===== src/rtl/alu_issue.sv =====
// alu_issue: decodes ALUOp/funct into a 4-bit ALU control, builds the A/B
// operands and presents them to the EX stage through a registered
// valid/ready stage.
// Build option: define ALU_ISSUE_SKID_EN to replace the single output
// register with a 2-entry skid buffer whose in_ready is itself a register.
module alu_issue #(
  parameter int DATA_W = 32
) (
  input  logic              clk,
  input  logic              rst_n,
  input  logic              flush,
  input  logic              in_valid,
  output logic              in_ready,
  input  logic [1:0]        in_alu_op,
  input  logic [5:0]        in_funct,
  input  logic [DATA_W-1:0] in_rs_data,
  input  logic [DATA_W-1:0] in_rt_data,
  input  logic [15:0]       in_imm,
  input  logic              in_alu_src,
  output logic              out_valid,
  input  logic              out_ready,
  output logic [DATA_W-1:0] A,
  output logic [DATA_W-1:0] B,
  output logic [3:0]        ALUControl,
  output logic              illegal,
  output logic [15:0]       issue_count
);

  typedef struct packed {
    logic [DATA_W-1:0] a;
    logic [DATA_W-1:0] b;
    logic [3:0]        ctrl;
    logic              ill;
  } entry_t;

  // Returns {illegal, ALUControl} for one ALUOp/funct pair.
  function automatic logic [4:0] decode_ctrl(input logic [1:0] op, input logic [5:0] funct);
    logic [4:0] res;
    res = 5'b0_0000;
    case (op)
      2'b00: res = 5'b0_0010;
      2'b01: res = 5'b0_0110;
      2'b11: res = 5'b0_0001;
      2'b10: begin
        case (funct)
          6'b100000: res = 5'b0_0010;
          6'b100010: res = 5'b0_0110;
          6'b100100: res = 5'b0_0000;
          6'b100101: res = 5'b0_0001;
          6'b101010: res = 5'b0_0111;
          6'b100111: res = 5'b0_1100;
          default:   res = 5'b1_0000;
        endcase
      end
      default: res = 5'b0_0000;
    endcase
    return res;
  endfunction

  logic [DATA_W-1:0] imm_ext_s;
  logic [4:0]        dec_s;
  entry_t            new_s;
  entry_t            head_r;
  logic              out_valid_r;
  logic [15:0]       issue_count_r;
  logic              push_s;
  logic              pop_s;

  // Decode the incoming instruction into the entry that would be captured.
  always_comb begin
    imm_ext_s = '0;
    dec_s     = decode_ctrl(in_alu_op, in_funct);
    if (in_alu_op == 2'b11) begin
      imm_ext_s = {{(DATA_W-16){1'b0}}, in_imm};
    end else begin
      imm_ext_s = {{(DATA_W-16){in_imm[15]}}, in_imm};
    end
    new_s.a    = in_rs_data;
    new_s.ctrl = dec_s[3:0];
    new_s.ill  = dec_s[4];
    if (in_alu_src) begin
      new_s.b = imm_ext_s;
    end else begin
      new_s.b = in_rt_data;
    end
  end

  assign push_s = in_valid && in_ready;
  assign pop_s  = out_valid_r && out_ready;

`ifdef ALU_ISSUE_SKID_EN
  entry_t     tail_r;
  logic [1:0] cnt_r;
  logic [1:0] cnt_nxt_s;
  logic       in_ready_r;

  // Occupancy after this edge; a push into a full buffer cannot happen
  // because in_ready is low then.
  always_comb begin
    cnt_nxt_s = cnt_r;
    case ({push_s, pop_s})
      2'b10:   cnt_nxt_s = cnt_r + 2'd1;
      2'b01:   cnt_nxt_s = cnt_r - 2'd1;
      default: cnt_nxt_s = cnt_r;
    endcase
  end

  // Two-entry FIFO: head drives the outputs, tail absorbs one stalled beat.
  always_ff @(posedge clk or negedge rst_n) begin
    if (!rst_n) begin
      head_r      <= '0;
      tail_r      <= '0;
      cnt_r       <= 2'd0;
      out_valid_r <= 1'b0;
      in_ready_r  <= 1'b0;
    end else if (flush) begin
      cnt_r       <= 2'd0;
      out_valid_r <= 1'b0;
      in_ready_r  <= 1'b1;
    end else begin
      case ({push_s, pop_s})
        2'b10: begin
          if (cnt_r == 2'd0) begin
            head_r <= new_s;
          end else begin
            tail_r <= new_s;
          end
        end
        2'b01: begin
          if (cnt_r == 2'd2) begin
            head_r <= tail_r;
          end else begin
            head_r <= head_r;
          end
        end
        2'b11: begin
          if (cnt_r == 2'd2) begin
            head_r <= tail_r;
            tail_r <= new_s;
          end else begin
            head_r <= new_s;
          end
        end
        default: begin
          head_r <= head_r;
        end
      endcase
      cnt_r       <= cnt_nxt_s;
      out_valid_r <= (cnt_nxt_s != 2'd0);
      in_ready_r  <= (cnt_nxt_s != 2'd2);
    end
  end

  assign in_ready = in_ready_r;
`else
  logic rdy_en_r;

  // Single output register; rdy_en_r keeps in_ready low until the first
  // edge after reset release.
  always_ff @(posedge clk or negedge rst_n) begin
    if (!rst_n) begin
      head_r      <= '0;
      out_valid_r <= 1'b0;
      rdy_en_r    <= 1'b0;
    end else begin
      rdy_en_r <= 1'b1;
      if (flush) begin
        out_valid_r <= 1'b0;
      end else if (push_s) begin
        head_r      <= new_s;
        out_valid_r <= 1'b1;
      end else if (pop_s) begin
        out_valid_r <= 1'b0;
      end else begin
        out_valid_r <= out_valid_r;
      end
    end
  end

  assign in_ready = rdy_en_r && (!out_valid_r || out_ready);
`endif

  // Count completed output transfers, including one that coincides with flush.
  always_ff @(posedge clk or negedge rst_n) begin
    if (!rst_n) begin
      issue_count_r <= 16'd0;
    end else if (pop_s) begin
      issue_count_r <= issue_count_r + 16'd1;
    end else begin
      issue_count_r <= issue_count_r;
    end
  end

  assign out_valid   = out_valid_r;
  assign A           = head_r.a;
  assign B           = head_r.b;
  assign ALUControl  = head_r.ctrl;
  assign illegal     = head_r.ill;
  assign issue_count = issue_count_r;

endmodule


===== config.mk =====
export PLATFORM = sky130hd
export DESIGN_NAME = alu_issue
export DESIGN_NICKNAME = d
export VERILOG_FILES = /design/src/rtl/alu_issue.sv
export SDC_FILE = /design/constraint.sdc
export NUM_CORES = 1
export LEC_CHECK = 0
export CORE_MARGIN = 2
export CORE_UTILIZATION = 44
export CTS_CLUSTER_DIAMETER = 50
export DETAILED_ROUTE_END_ITERATION = 10
export PLACE_DENSITY_LB_ADDON = 0.12
export SLEW_MARGIN = 40
export SYNTH_ARGS = -nofsm -noshare
export SYNTH_HDL_FRONTEND = slang
export SYNTH_SLANG_ARGS = --single-unit
export TNS_END_PERCENT = 100

===== constraint.sdc =====
create_clock -name clk -period 2.6 [get_ports clk]
set_input_delay 0.26 -clock clk [delete_from_list [all_inputs] [get_ports clk]]
set_output_delay 0.26 -clock clk [all_outputs]
set_load 0.01 [all_outputs]

==> results.ini <==
[synth]
ys.flop_type = dfrtp_1
synth_top_cells_by_count = dfrtp_1, nand2_1, o21ai_0
syn_nets = 402
synth_cell_types = 41
synth-edff-count = 0
synth.most_common_cell = dfrtp_1
synth_seq_cells = 87
synth_top_area_cell = dfrtp_1
synth_top_area_share = 0.570
synthTopCellsByArea = dfrtp_1, mux2_4, nand2_1
synth_warnings = 0
syn-cell-area_mm2 = 0.00382
ys_seq_area_frac = 0.570
syn_avg_cell_area_um2 = 12.4
synth_cells = 307
synthArstFlopShare = 1.00

[pwr]
irDropWorstVdd_mv = 0.295
total_power_mw = 3.97
p_leak_nw = 2.70
powerDensity_mw_per_mm2 = 666

[critical_path]
cp.arrival_ns = 1.60
startpoint_type = input pin
critPathLaunch = out_ready
worst_setup_path_end_kind = primary output
path_cells = clkdlybuf4s50_1, nand2b_2, and2_1, clkdlybuf4s50_1
cp_common_cell = clkdlybuf4s50_1
cp_max_fo = 4
required_ns = 2.34
slowest_stage = clkdlybuf4s50_1
crit_type = in2out
crit_path_max_incr_delay_ns = 0.53
r2r-start = issue_count[0]

[clocking]
clk_pin_slew_ns = 0.09
clk_path_buf_depth = 2
cts_setup_buffers = 0
htreeDepth = 3
cts_root_buf = clkbuf_8
cts_resized = 0
cts_sinks = 87
cts_tree = built
holdBufCountCts = 0
cts_buffers = 9
clock_latency_ns = 0.34

[global_route]
top_usage_layer = met2
grt_pass1_vias = 3062
antenna_found_initial = 0
grt.met2_usage = 0.342
grt_usage = 0.201
grt.overflow.total = 0
grt_pass1_wl_um = 15200
grt_max_degree = 71
use_met1 = 0.245
grtUsageMet3 = 0.0540

[final_layout]
drive_above_1_share = 0.122
fill_cells = 600
stdcell_area_mm2 = 0.00595
diodes = 0
final_cells = 598
nets = 583
area_growth_pct = 55.8

[floorplan]
initial_core_util = 0.460
placementRows = 33
die_area_mm2 = 0.00945
die_y_um = 97.2
core_area_mm2 = 0.00830
pin_count = 181
dieWidth_um = 97.2

[run]
drv_cap = 0

[routing]
via_count = 2958
ant_nets = 0
drt_pass1_iterations = 7
via_per_inst = 4.95
drc_errors = 0
drt_iter0_markers = 75
drt-total-wl_um = 9260
wire_per_inst_um = 15.5

[sta]
worst_pin_slew_ns = 0.549
fin_hold_ws_ns = 0.449
maxSlewViolCount = 0
slew_headroom = 0.634
period_needed_ns = 1.86
tns_ns = 0
rsz0062_at_grt = false
fin_crit_sh = 0.717
final.setup_skew_ns = 0.0174
finalSetupViolCount = 0
max_freq_mhz = 537
hold_violations = 0

[place]
placed_cells = 581
gp_congestion = 0.747
dp.final_hpwl_um = 6930
place_area_mm2 = 0.00571
io_buffers = 180

[min_path]
min_path_type = in2async

[outcome]
status = completed

final cells by class:
type | count | area, µm² | share of cell area
repair buffers | 185 | 1880 | 0.316
clock buffers | 10 | 138 | 0.0231
flip-flops and latches | 87 | 2180 | 0.366
multi-input cells | 203 | 1530 | 0.257
inverters | 2 | 7.51 | 0.00126
clock inverters | 6 | 90.1 | 0.0151
well taps | 105 | 131 | 0.0221
worst max-delay path: cells and delay by family:
kind / cells / cell delay, ns
buf+inv: 2 / 1.05
simple gates: 2 / 0.30
flip-flops by register name, summed over array words and instances (netlist names):
name,cells
A,32
ALUControl,4
B,32
illegal,1
issue_count,16
out_valid,1
rdy_en_r,1
layer usage:
layer  part of all wire  routed length [µm]  vias to the layer above
li1                   -                   -                     1420
met1               0.42                3840                     1410
met2               0.50                4620                      115
met3              0.067                 621                       13
met4              0.018                 167                        0
met5                  0                   0                        -
per-stage QoR:
stage,utilization,worst slack [ns]
floorplan,-,1.27
global placement,0.688,0.755
detailed placement,0.688,0.734
CTS,0.716,0.733
global route,0.717,0.680
finish,0.717,0.736
placed cells by master, fill, tap and decap left out, drive strengths merged, types with 3 or more instances in the layout:
cell / n
mux2i: 15
buf: 5
nand4: 5
xor2: 6
xnor2: 9
clkdlybuf4s50: 179
dfrtp: 87
a21oi: 20
mux2: 33
and4: 3
clkbuf: 10
nor2: 5
o21ai: 35
inv: 3
nor3: 3
nand2: 47
where the power goes:
| group | leakage, nW | internal (mW) | switching (mW) |
|---|---|---|---|
| logic | 1.49 | 0.744 | 0.416 |
| clock network | 0.113 | 0.573 | 0.488 |
| registers | 1.09 | 1.59 | 0.161 |
cells by family (layout without fill, tap and decap cells):
family | after synthesis | count (layout) | synth area share
other cells | 1 | 1 | 0.000981
mux | 48 | 48 | 0.168
simple gates | 75 | 75 | 0.0999
compound gates | 63 | 63 | 0.0940
buf+inv | 17 | 203 | 0.0298
flops | 87 | 87 | 0.570
xor+xnor | 15 | 15 | 0.0344
fa+ha+maj | 1 | 1 | 0.00327
worst paths after layout:
path / end / slack [ns] / cells after the start
min in group clk: issue_count[15] / 0.47 / 1
max in group asynchronous: B[1] / 1.57 / 3
setup / recovery: in_ready / 0.74 / 4
hold / removal: issue_count[8] / 0.45 / 2
setup reg to reg: issue_count[14] / 1.15 / 5
hold reg to reg: issue_count[15] / 0.47 / 1
Note: power is estimated with default switching activity, not from simulation.
